[config.mk]
export PLATFORM = sky130hd
export DESIGN_NAME = zynq_tag_serializer
export DESIGN_NICKNAME = d
export VERILOG_FILES = /design/src/rtl/zynq_pkg.sv /design/src/rtl/zynq_tag_bit_timer.sv /design/src/rtl/zynq_tag_serializer.sv
export SDC_FILE = /design/constraint.sdc
export NUM_CORES = 1
export LEC_CHECK = 0
export CAP_MARGIN = 0
export CORE_MARGIN = 2
export CORE_UTILIZATION = 55
export CTS_CLUSTER_SIZE = 24
export DETAILED_ROUTE_END_ITERATION = 8
export PLACE_DENSITY = 0.86
export SETUP_SLACK_MARGIN = 0.3
export SLEW_MARGIN = 20
export SYNTH_ARGS = -nofsm -noshare
export SYNTH_HDL_FRONTEND = slang
export SYNTH_SLANG_ARGS = --single-unit
[constraint.sdc]
create_clock -name aclk -period 2.7 [get_ports aclk]
set_input_delay 0.27 -clock aclk [delete_from_list [all_inputs] [get_ports aclk]]
set_output_delay 0.27 -clock aclk [all_outputs]
set_load 0.05 [all_outputs]
[src/rtl/zynq_pkg.sv]
// Shared tag-side definitions: bsg_tag geometry, core_reset node map,
// tag command layout and the tag serializer FSM states.
package zynq_pkg;

  localparam int tag_els_gp               = 16;
  localparam int tag_lg_els_gp            = $clog2(tag_els_gp);
  localparam int tag_max_payload_width_gp = 1;
  localparam int tag_lg_width_gp          = 1;

  // core_reset tag clients
  localparam int core_reset_pl_node_gp = 0;
  localparam int core_reset_wd_node_gp = 1;

  typedef struct packed {
    logic [tag_lg_els_gp-1:0]            nodeid;
    logic                                data_not_reset;
    logic [tag_lg_width_gp-1:0]          len;
    logic [tag_max_payload_width_gp-1:0] payload;
  } zynq_tag_cmd_s;

  typedef enum logic [2:0] {
    TAG_IDLE,
    TAG_START,
    TAG_LEN,
    TAG_DNR,
    TAG_NODE,
    TAG_PAYLOAD,
    TAG_GAP
  } zynq_tag_state_e;

endpackage

[src/rtl/zynq_tag_bit_timer.sv]
// Bit-period divider for the tag serializer: produces the tag clock
// (low for the first half of each bit period) and an end-of-bit strobe.
module zynq_tag_bit_timer #(
  parameter int clk_div_p = 4
) (
  input  logic aclk,
  input  logic aresetn,
  input  logic clear_i,
  output logic tag_clk_o,
  output logic bit_done_o
);

  localparam int CW = (clk_div_p > 2) ? $clog2(clk_div_p) : 1;

  logic [CW-1:0] r_cnt;
  logic [CW-1:0] w_cnt_nxt;
  logic          r_tag_clk;
  logic          w_last;

  assign w_last = (r_cnt == CW'(clk_div_p - 1));

  always_comb begin
    w_cnt_nxt = r_cnt + CW'(1);
    if (clear_i || w_last) begin
      w_cnt_nxt = '0;
    end
  end

  // Tag clock is registered from the next count so it is aligned with r_cnt.
  always_ff @(posedge aclk or negedge aresetn) begin
    if (!aresetn) begin
      r_cnt     <= '0;
      r_tag_clk <= 1'b0;
    end else begin
      r_cnt     <= w_cnt_nxt;
      r_tag_clk <= (w_cnt_nxt >= CW'(clk_div_p / 2));
    end
  end

  assign tag_clk_o  = r_tag_clk;
  assign bit_done_o = w_last && !clear_i;

endmodule

[src/rtl/zynq_tag_serializer.sv]
// Serializes PS-side tag commands into the single-wire bsg_tag stream
// (start, len, data_not_reset, nodeid, payload; all fields LSB first).
module zynq_tag_serializer
  import zynq_pkg::*;
#(
  parameter int els_p               = tag_els_gp,
  parameter int max_payload_width_p = tag_max_payload_width_gp,
  parameter int lg_width_p          = tag_lg_width_gp,
  parameter int clk_div_p           = 4,
  parameter int gap_bits_p          = 2,
  localparam int lg_els_lp          = $clog2(els_p)
) (
  input  logic                           aclk,
  input  logic                           aresetn,
  input  logic                           valid_i,
  output logic                           ready_o,
  input  logic [lg_els_lp-1:0]           nodeid_i,
  input  logic                           data_not_reset_i,
  input  logic [lg_width_p-1:0]          len_i,
  input  logic [max_payload_width_p-1:0] payload_i,
  output logic                           tag_data_o,
  output logic                           tag_clk_o,
  output logic                           busy_o
);

  localparam int LW  = lg_width_p;
  localparam int NW  = lg_els_lp;
  localparam int MP  = max_payload_width_p;
  localparam int SW0 = (LW > NW) ? LW : NW;
  localparam int SW  = (SW0 > MP) ? SW0 : MP;
  localparam int IW  = $clog2(SW + gap_bits_p + 1) + 1;

  localparam zynq_tag_state_e POST_PKT = (gap_bits_p > 0) ? TAG_GAP : TAG_IDLE;

  zynq_tag_state_e r_state, w_state_nxt;
  logic [IW-1:0]   r_idx, w_idx_nxt;
  logic [SW-1:0]   r_shift, w_shift_nxt;
  logic            r_data, w_data_nxt;
  logic            r_busy;
  logic            w_load;
  logic [LW-1:0]   w_len_c;
  logic [LW-1:0]   r_len;
  logic            r_dnr;
  logic [NW-1:0]   r_node;
  logic [MP-1:0]   r_payload;
  logic            w_bit_done;
  logic            w_tag_clk;

  zynq_tag_bit_timer #(
    .clk_div_p(clk_div_p)
  ) u_bit_timer (
    .aclk      (aclk),
    .aresetn   (aresetn),
    .clear_i   (r_state == TAG_IDLE),
    .tag_clk_o (w_tag_clk),
    .bit_done_o(w_bit_done)
  );

  always_comb begin
    w_len_c = len_i;
    if (32'(len_i) > 32'(MP)) begin
      w_len_c = LW'(MP);
    end
  end

  // Each field is loaded whole into r_shift on entry; its bit 0 goes straight
  // to the output register and the remainder shifts out on later bit_done.
  always_comb begin
    w_state_nxt = r_state;
    w_idx_nxt   = r_idx;
    w_shift_nxt = r_shift;
    w_data_nxt  = r_data;
    w_load      = 1'b0;

    unique case (r_state)
      TAG_IDLE: begin
        w_data_nxt = 1'b0;
        if (valid_i) begin
          w_load      = 1'b1;
          w_state_nxt = TAG_START;
          w_data_nxt  = 1'b1;
        end
      end

      TAG_START: begin
        if (w_bit_done) begin
          w_state_nxt = TAG_LEN;
          w_idx_nxt   = '0;
          w_data_nxt  = r_len[0];
          w_shift_nxt = SW'(r_len) >> 1;
        end
      end

      TAG_LEN: begin
        if (w_bit_done) begin
          if (r_idx == IW'(LW - 1)) begin
            w_state_nxt = TAG_DNR;
            w_data_nxt  = r_dnr;
          end else begin
            w_idx_nxt   = r_idx + IW'(1);
            w_data_nxt  = r_shift[0];
            w_shift_nxt = r_shift >> 1;
          end
        end
      end

      TAG_DNR: begin
        if (w_bit_done) begin
          w_state_nxt = TAG_NODE;
          w_idx_nxt   = '0;
          w_data_nxt  = r_node[0];
          w_shift_nxt = SW'(r_node) >> 1;
        end
      end

      TAG_NODE: begin
        if (w_bit_done) begin
          if (r_idx == IW'(NW - 1)) begin
            w_idx_nxt = '0;
            if (r_len == '0) begin
              w_state_nxt = POST_PKT;
              w_data_nxt  = 1'b0;
            end else begin
              w_state_nxt = TAG_PAYLOAD;
              w_data_nxt  = r_payload[0];
              w_shift_nxt = SW'(r_payload) >> 1;
            end
          end else begin
            w_idx_nxt   = r_idx + IW'(1);
            w_data_nxt  = r_shift[0];
            w_shift_nxt = r_shift >> 1;
          end
        end
      end

      TAG_PAYLOAD: begin
        if (w_bit_done) begin
          if (r_idx == IW'(r_len) - IW'(1)) begin
            w_state_nxt = POST_PKT;
            w_idx_nxt   = '0;
            w_data_nxt  = 1'b0;
          end else begin
            w_idx_nxt   = r_idx + IW'(1);
            w_data_nxt  = r_shift[0];
            w_shift_nxt = r_shift >> 1;
          end
        end
      end

      TAG_GAP: begin
        w_data_nxt = 1'b0;
        if (w_bit_done) begin
          if (r_idx == IW'(gap_bits_p - 1)) begin
            w_state_nxt = TAG_IDLE;
            w_idx_nxt   = '0;
          end else begin
            w_idx_nxt = r_idx + IW'(1);
          end
        end
      end

      default: begin
        w_state_nxt = TAG_IDLE;
        w_idx_nxt   = '0;
        w_data_nxt  = 1'b0;
      end
    endcase
  end

  always_ff @(posedge aclk or negedge aresetn) begin
    if (!aresetn) begin
      r_state   <= TAG_IDLE;
      r_idx     <= '0;
      r_shift   <= '0;
      r_data    <= 1'b0;
      r_busy    <= 1'b0;
      r_len     <= '0;
      r_dnr     <= 1'b0;
      r_node    <= '0;
      r_payload <= '0;
    end else begin
      r_state <= w_state_nxt;
      r_idx   <= w_idx_nxt;
      r_shift <= w_shift_nxt;
      r_data  <= w_data_nxt;
      r_busy  <= (w_state_nxt != TAG_IDLE);
      if (w_load) begin
        r_len     <= w_len_c;
        r_dnr     <= data_not_reset_i;
        r_node    <= nodeid_i;
        r_payload <= payload_i;
      end
    end
  end

  assign ready_o    = (r_state == TAG_IDLE);
  assign tag_data_o = r_data;
  assign tag_clk_o  = w_tag_clk;
  assign busy_o     = r_busy;

endmodule

==> results.md, run 1 <==
* Outcome: finished clean
* FF/Latch Area at 550.5 sq um
* Final HPWL DP at 2143 um
* Primary flip-flop cell chosen by synthesis mapping: dfrtp_1
* Register bit total from synthesis at 22
* Initial antenna violation count at 0
* Initial core utilization at 0.5943
* Number of vias per cell at 6.374
* Setup TNS at 0 ns
* Top Ports at 14
* DRC Markers at 0
* Starting DRT DRC Count at 25
* Hold crit path type: primary input to asynchronous set/reset pin
* Cell variety after synth at 46
* Largest net degree at the start of global routing at 23
* Synthesized area at 1340 sq um
* Post-synth EDFFs at 0
* Die X at 53.36 um
* Worst setup path endpoint: ready_o
* WP buf/inv at 2
* Multi-input logic area at 725.7 sq um
* # rows at 17
* Clk Latency, worst-skew pair at 0.31 ns
* Cells after DPL at 170
* Post-synthesis async set-or-reset flop share at 1.000
* Nets at 161
* Slowest stage delay, CP at 0.57 ns
* Tmin final at 2.240 ns
* Most frequent cells in the layout: 22 x dfrtp_1, 12 x clkdlybuf4s50_1, 10 x nand2_1
* Design Power at 1.679 mW
* CP max stage cell: dfrtp_1
* N_diodes at 0
* Unrepaired setup endpoints after global routing: false
* Final setup vio count at 0
* Pre-Repair DR Iteration Count at 4
* Slew @ Worst Pin at 0.5182 ns
* CTS tree: done
* Worst VDD drop at 649.1 uV
* R2R depth at 6
* Cell class contributing the biggest share of worst-path delay: buffers and inverters
* Area growth, synth to finish at 13.26%
* Syn nets at 149
* Via count at 1109
* Final Slew Violations at 0
* Power density over the cells at 1106 nW/um^2
* Seq/Total Area, Yosys at 0.4108
* Layout cells sized above 1 at 0.1027
* Final Wtd Congestion at 0.8742
* Fmax achieved at 446.3 MHz
* CP Capture Type: output port
* Levels on crit path at 3
* Fillers at 185
* Leakage at 0.6515 nW
* Vias in the first global route at 1053
* H-tree depth at 1
* GRT Overall Usage at 0.2307
* Commonest non-fill, non-tap cell in the layout: dfrtp_1
* Overflow after GRT at 0
* DIE AREA at 2847 sq um
* Gate Count Post-Synth at 135
* Root Driver: clkbuf_4
* Final-report hold violation count at 0
* CP Class: flip-flop to output port
* Hold WS at 0.2891 ns
* Wire per inst at 16.38 um
* Crit-path cells: or3_1, inv_2, dlygate4sd2_1
* Critical Path Start: r_state[2]
* Startpoint type of the worst setup path: flip-flop
* R2r endpoint: r_shift[0]
* CTS Hold Bufs at 0
* CTS buffer count at 3
* Die Y at 53.36 um
* CP arrival at 1.97 ns
* Post-Synthesis Mean Instance Area at 9.926 sq um
* Yosys warns at 0
* R2r startpoint: r_idx[0]
* Max-Cap Viols at 0
* Port Buffers at 13
* First-pass GRT wire length at 4733 um
* Routed Antenna Nets at 0
* Final Non-Filler Cells at 174
* Routed wire length at 2850 um
* Worst relative slew slack at 0.6538
* Final worst-path cycle share at 0.8298
* Clock Path Buffers at 2
* Worst-path clk slew at 0.12 ns
* Skew final at 0.003537 ns
* Clock sink total at 22
* Core area at 2255 sq um
* Crit path max fanout at 16
* Critical Path RT at 2.43 ns
* Flop2flop setup slack at 0.61 ns
==> how the worst min path moves through the flow <==
stage,slack (ns),endpoint
after global placement,0.43,u_bit_timer.r_cnt[0]
final,0.29,u_bit_timer.r_cnt[0]
after CTS,0.30,u_bit_timer.r_cnt[0]
after global routing,0.32,u_bit_timer.r_cnt[0]
after detailed placement,0.45,u_bit_timer.r_cnt[0]
after floorplan,-0.03,busy_o
==> cell families (layout without fill, tap and decap cells) <==
group / after synthesis / in the layout / share of synthesized area
AO/OA/AOI/OAI: 38 / 38 / 0.1980
adder cells (fa/ha/maj): 4 / 4 / 0.03735
AND/OR/NAND/NOR: 45 / 45 / 0.2054
flip-flops: 22 / 22 / 0.4108
buffers and inverters: 15 / 26 / 0.04762
multiplexers: 11 / 11 / 0.1008
==> worst register-to-register path: stages, from the launching register on <==
cell	delay (ns)
dfrtp_1	0.49
ha_1	0.29
nor4b_4	0.16
nor3b_2	0.19
a211o_1	0.27
nor3_4	0.26
mux2_4	0.33
==> power by group <==
group / total (mW) / switching [mW] / leakage (nW) / internal, mW
logic: 0.904 / 0.516 / 0.354 / 0.387
registers: 0.592 / 0.134 / 0.276 / 0.458
clock network: 0.183 / 0.100 / 0.0210 / 0.0824
==> per-layer routing <==
| layer | part of all wire | wire length, um | track usage |
|---|---|---|---|
| met5 | 0 | 0 | 0 |
| met2 | 0.49 | 1405 | 0.3909 |
| met4 | 0.016 | 46 | 0.09402 |
| met3 | 0.059 | 168 | 0.04802 |
| met1 | 0.43 | 1229 | 0.2809 |
==> sequential cells by signal (all words and copies together), names as in the netlist <==
name,flops
busy_o,1
r_dnr,1
r_idx,4
r_len,1
r_node,4
r_payload,1
r_shift,3
r_state,3
tag_data_o,1
u_bit_timer.r_cnt,2
u_bit_timer.tag_clk_o,1
==> area by class of cell <==
type	count	share of cell area
Tap cell	28	0.02308
Clock buffer	4	0.02391
Multi-Input combinational cell	98	0.4782
Inverter	7	0.01731
Sequential cell	22	0.3627
Timing Repair Buffer	15	0.09481
==> cells in the mapped netlist, types with 3 or more instances <==
cell type | number | share of area
nand3_1 | 5 | 0.019
dfrtp_1 | 22 | 0.41
nand2_1 | 10 | 0.028
nor2_1 | 6 | 0.017
o21ai_1 | 4 | 0.015
a22o_1 | 4 | 0.026
and3_1 | 5 | 0.023
buf_2 | 6 | 0.022
inv_1 | 6 | 0.017
nor3_1 | 3 | 0.011
mux2_4 | 3 | 0.034
a21oi_1 | 7 | 0.026
mux2_1 | 8 | 0.067
o21ai_0 | 3 | 0.011
ha_1 | 4 | 0.037
==> through the flow <==
stage	util	setup WS, ns	area [sq um]
after floorplan	-	0.7934	1340
after global placement	0.6576	0.5974	1483
after detailed placement	0.6576	0.5706	1483
after CTS	0.6731	0.4839	1518
after global routing	0.6731	0.3948	1518
final	0.6731	0.4596	1518
==> repair_timing <==
item / 4_1_cts / 5_1_grt
resized for setup: 1 / 0
endpoints found under the setup margin: 1 / 0
endpoints found under the hold margin: 0 / 0
setup buffers: 0 / 0
No activity file was read; power rests on OpenSTA's default activity.
==> run 2, diff against run 1 <==
CORE_UTILIZATION = 50   (was 55)
PLACE_DENSITY = 0.83   (was 0.86)
clock period = 1.9 ns   (was 2.7 ns; I/O delays follow)
==> run 2 against run 1 <==
Net effect: the run now ends with setup timing left; critical endpoint is now r_shift[2]; clock skew up 0.0035 ns; sequential power up 41%; sequential cell count unchanged; largest power group unchanged; clock-buffer cell count unchanged; via count up 16%; cell count up 15%.
==> results.md, run 2 (same netlist as run 1, synthesis figures left out) <==
* Unrepaired setup endpoints after global routing: true
* Final Slew Violations at 0
* Skew final at 0.007037 ns
* Leakage at 0.8167 nW
* Critical Path RT at 2.11 ns
* FF/Latch Area at 554.3 sq um
* Final Wtd Congestion at 0.9254
* Final-report hold violation count at 0
* Core area at 2500 sq um
* Hold crit path type: primary input to asynchronous set/reset pin
* Pre-Repair DR Iteration Count at 5
* Final HPWL DP at 2426 um
* Multi-input logic area at 827.0 sq um
* Die Y at 55.77 um
* N_diodes at 0
* Initial core utilization at 0.5360
* Power density over the cells at 1674 nW/um^2
* Top Ports at 14
* Crit path max fanout at 7
* # rows at 18
* Clock sink total at 22
* Wire per inst at 18.49 um
* CP Capture Type: flip-flop
* Startpoint type of the worst setup path: flip-flop
* Port Buffers at 13
* Final Non-Filler Cells at 200
* DRC Markers at 0
* R2R depth at 5
* Layout cells sized above 1 at 0.3824
* Slew @ Worst Pin at 0.4821 ns
* Fmax achieved at 514.3 MHz
* Design Power at 3.059 mW
* Overflow after GRT at 0
* Nets at 185
* Fillers at 157
* Routed Antenna Nets at 0
* Worst-path clk slew at 0.13 ns
* Worst relative slew slack at 0.6799
* Starting DRT DRC Count at 78
* Final WS setup at -0.04455 ns
* Largest registers: r_idx: 4 flops, r_node: 4 flops
* GRT Overall Usage at 0.2313
* Setup TNS at -0.1106 ns
* Initial antenna violation count at 0
* Clock Path Buffers at 2
* Max-Cap Viols at 0
* Setup Slack @ Placement at 0.04206 ns
* Clk Latency, worst-skew pair at 0.32 ns
* Number of vias per cell at 6.405
* CP arrival at 2.15 ns
* CTS tree: done
* H-tree depth at 1
* CP Class: flip-flop to flip-flop
* Tmin final at 1.945 ns
* Via count at 1281
* Cells after DPL at 186
* Most frequent cells in the layout: 24 x buf_4, 19 x dfrtp_1, 10 x mux2_4
* Commonest non-fill, non-tap cell in the layout: buf_4
* CTS buffer count at 3
* Worst VDD drop at 1096 uV
* Final setup vio count at 3
* Failing checks: setup timing
* Root Driver: clkbuf_4
* Outcome: finished with violations
* Final worst-path cycle share at 1.023
* DIE AREA at 3110 sq um
* Routed wire length at 3698 um
* Area growth, synth to finish at 36.41%
* First-pass GRT wire length at 5644 um
* Die X at 55.77 um
* Largest net degree at the start of global routing at 23
* Vias in the first global route at 1213
==> run 2: per-stage QoR <==
stage | hold slack (ns) | utilization | instance area [sq um]
2_1_floorplan | -0.1056 | - | 1390
3_3_place_gp | 0.4218 | 0.6577 | 1644
3_5_place_dp | 0.4419 | 0.6577 | 1644
4_1_cts | 0.2088 | 0.6942 | 1735
5_1_grt | 0.2439 | 0.7312 | 1828
6_report | 0.1940 | 0.7312 | 1828
==> run 2: critical path, cell delays in order (launching register included) <==
cell and delay, ns:
dfrtp_1 0.52, nor2_2 0.27, nand2_1 0.17, a211oi_1 0.44, nor3_4 0.12, mux2_4 0.32
==> run 2: routing by layer <==
metal,global-route usage,vias to the layer above,wire length [um]
met3,0.03953,15,285
met4,0.1080,0,112
met2,0.3878,77,1807
li1,-,572,-
met1,0.2891,617,1492
met5,0,-,0
==> run 2: repair_timing <==
| item | 4_1_cts | 5_1_grt |
|---|---|---|
| pin swaps | 2 | 4 |
| buffers inserted | 4 | 6 |
| endpoints found under the setup margin | 20 | 19 |
| hold buffers | 0 | 0 |
| gates resized for setup | 10 | 12 |
==> run 2: area by class of cell <==
cell class / instances / area share
sequential: 22 / 0.3032
clock buffer: 4 / 0.01985
inverter: 7 / 0.01848
timing repair buffer: 39 / 0.1855
multi-input combinational: 98 / 0.4524
tap: 30 / 0.02053
==> run 2: where the power goes <==
part | internal (mW) | switching [mW]
clock network | 0.117 | 0.148
registers | 0.657 | 0.175
logic | 0.949 | 1.01
==> run 2: worst paths after layout <==
check | start | end | slack, ns
worst max-delay path | r_idx[3] | r_shift[2] | -0.04
worst min-delay path | aresetn | busy_o | 0.19
worst max register to register | r_idx[3] | r_shift[2] | -0.04
worst min register to register | u_bit_timer.r_cnt[0] | u_bit_timer.r_cnt[0] | 0.46
max in group asynchronous | aresetn | r_idx[0] | 1.47
min in group aclk | u_bit_timer.r_cnt[0] | u_bit_timer.r_cnt[0] | 0.46
==> run 3, diff against run 2 <==
ABC_AREA = 1   (was unset)
CAP_MARGIN = unset   (was 0)
PLACE_DENSITY = 0.82   (was 0.83)
==> run 3 against run 2 <==
Net effect: the run now ends clean; cell count is 24% higher; worst setup slack gained 0.41 ns; area after synthesis rose by 3.4%; maximum frequency increased by 27%; clock skew increased by 0.0029 ns; clock power down 2%; worst hold slack better by 0.0046 ns; global-route usage is 1.9 points lower; clock-buffer cell count stayed put; combinational power down 34%; critical path type unchanged.
==> results.md, run 3 <==
* Via count at 1304
* Overflow after GRT at 0
* Port Buffers at 13
* Die Y at 56.63 um
* Setup TNS at 0 ns
* Synth Area in Adders at 0.03613
* Final setup vio count at 0
* Hold WS at 0.1986 ns
* Top Ports at 14
* Area growth, synth to finish at 18.52%
* Gate Count Post-Synth at 199
* Routed wire length at 3089 um
* Top-count cell post-synth: nand2_1
* Synth area leader: dfrtp_1
* Skew final at 0.009970 ns
* Post-Synthesis Mean Instance Area at 6.960 sq um
* Final-report hold violation count at 0
* Cell class contributing the biggest share of worst-path delay: simple AND/OR/NAND/NOR gates
* Post-synth EDFFs at 0
* Core area at 2686 sq um
* H-tree depth at 1
* CTS tree: done
* Crit path max fanout at 8
* Simple-gate share of the synthesized area at 0.4119
* GRT Overall Usage at 0.2124
* Post-layout util at 0.6111
* Complex-gate fraction of the synthesized area at 0.05872
* Startpoint type of the worst setup path: flip-flop
* Multiplexer share of the synthesized area at 0
* Worst-path clk slew at 0.13 ns
* CTS buffer count at 3
* Die X at 56.63 um
* Final Wtd Congestion at 0.9324
* Routed Antenna Nets at 0
* Fillers at 243
* Clock Path Buffers at 2
* Syn nets at 213
* Starting DRT DRC Count at 40
* Most frequent cells in the layout: 70 x nand2_1, 22 x nand3_1, 19 x dfrtp_1
* Power density over the cells at 1425 nW/um^2
* Crit-path cells: ha_2, inv_2, o21ai_0, nand3_1, nor2_2, nand3_2, nand2_1, o21ai_1
* Slew @ Worst Pin at 0.4900 ns
* Primary flip-flop cell chosen by synthesis mapping: dfrtp_1
* Clk Latency, worst-skew pair at 0.31 ns
* CP arrival at 1.74 ns
* Initial core utilization at 0.5156
* Design area at 1642 sq um
* Cell variety after synth at 23
* Commonest non-fill, non-tap cell in the layout: nand2_1
* Max-Cap Viols at 0
* Final WS setup at 0.3695 ns
* # rows at 19
* First-pass GRT wire length at 5340 um
* Tmin final at 1.531 ns
* Outcome: finished clean
* Ranking of synthesized cells by area: dfrtp_1 40%, nand2_1 19%, nand3_1 7.9%
* Initial antenna violation count at 0
* WP buf/inv at 1
* Clock sink total at 22
* Nets at 232
* Seq/Total Area, Yosys at 0.3975
* Unrepaired setup endpoints after global routing: true
* Final Slew Violations at 0
* Final Non-Filler Cells at 248
* Post-synthesis async set-or-reset flop share at 1.000
* Layout cells sized above 1 at 0.1705
* CTS Hold Bufs at 0
* DRC Markers at 0
* Slowest stage delay, CP at 0.38 ns
* Largest net degree at the start of global routing at 23
* Design Power at 2.339 mW
* Root Driver: clkbuf_4
* Worst relative slew slack at 0.6746
* Synthesized area at 1385 sq um
* CP max stage cell: dfrtp_1
* Largest registers: r_idx: 4 flops, r_node: 4 flops
* Worst VDD drop at 1046 uV
* Leakage at 0.7994 nW
* Final worst-path cycle share at 0.8055
* Number of vias per cell at 5.258
* Yosys warns at 0
* Fmax achieved at 653.4 MHz
* Synth Area in XOR/XNOR at 0.01265
* Final HPWL DP at 2339 um
* N_diodes at 0
* Cell Area, Placed at 1560 sq um
* Commonest cells in the netlist: 71 x nand2_1, 22 x dfrtp_1, 22 x nand3_1
* Cells after DPL at 243
* Pre-Repair DR Iteration Count at 4
* Wire per inst at 12.46 um
* CP Class: flip-flop to flip-flop
* Combinational family with the most area after synthesis: simple AND/OR/NAND/NOR gates
* Critical Path RT at 2.11 ns
* Yosys top cell area share at 0.3975
* Register bit total from synthesis at 22
* CP Capture Type: flip-flop
* Vias in the first global route at 1234
* DIE AREA at 3207 sq um
* Setup Slack @ Placement at 0.2862 ns
* Hold crit path type: primary input to asynchronous set/reset pin
-- run 3: changes by cell type after synthesis, moves of 4 or more --
| cell | before | now |
|---|---|---|
| nand2_1 | 10 | 71 |
| nand3_1 | 5 | 22 |
| nor2_1 | 6 | 20 |
| inv_1 | 6 | 18 |
| mux2_1 | 8 | 0 |
| buf_2 | 6 | 0 |
| a22o_1 | 4 | 0 |
| nand2_2 | 0 | 4 |
-- run 3: worst paths after layout --
path / slack (ns) / cells past startpoint / to / from
worst max-delay path: 0.37 / 8 / r_shift[0] / u_bit_timer.r_cnt[0]
worst min-delay path: 0.20 / 2 / r_dnr / aresetn
worst max register to register: 0.37 / 8 / r_shift[0] / u_bit_timer.r_cnt[0]
worst min register to register: 0.46 / 1 / u_bit_timer.r_cnt[0] / u_bit_timer.r_cnt[0]
max in group asynchronous: 1.45 / 2 / r_state[0] / aresetn
min in group aclk: 0.40 / 3 / r_payload / payload_i
-- run 3: layout make-up --
type	count	area, sq um	share of cell area
inverter	23	88.84	0.05412
clock buffer	4	36.28	0.02210
timing repair buffer	17	173.9	0.1059
tap	31	38.79	0.02363
multi-input combinational	151	749.5	0.4566
sequential	22	554.3	0.3377
-- run 3: logic make-up after synthesis --
logic type               after synthesis
AO/OA/AOI/OAI                         16
buffers and inverters                 26
XOR/XNOR                               2
AND/OR/NAND/NOR                      129
flip-flops                            22
adder cells (fa/ha/maj)                4
-- run 3: worst reg2reg max path: cells and delay by family, from the launching register on --
family | cells | cell delay [ns]
and+or+nand+nor | 4 | 0.46
DFF | 1 | 0.38
AOI/OAI and AO/OA | 2 | 0.27
adders and majority gates | 1 | 0.22
buffers and inverters | 1 | 0.09
-- run 3: timing repair --
item | in CTS | in global routing
setup buffers | 0 | 1
setup endpoints to repair | 6 | 18
gates resized for setup | 5 | 14
pin swaps | 0 | 1
hold endpoints to repair | 0 | 0
-- run 3: metal layers --
layer	vias up	wire length, um	track usage
met2	43	1522	0.3571
li1	662	-	-
met1	590	1367	0.2832
met4	0	46	0.06803
met3	9	151	0.02765
met5	-	0	0
-- run 3: power breakdown --
| group | switching, mW | internal, mW |
|---|---|---|
| sequential | 0.137 | 0.637 |
| clock | 0.144 | 0.117 |
| combinational | 0.872 | 0.432 |
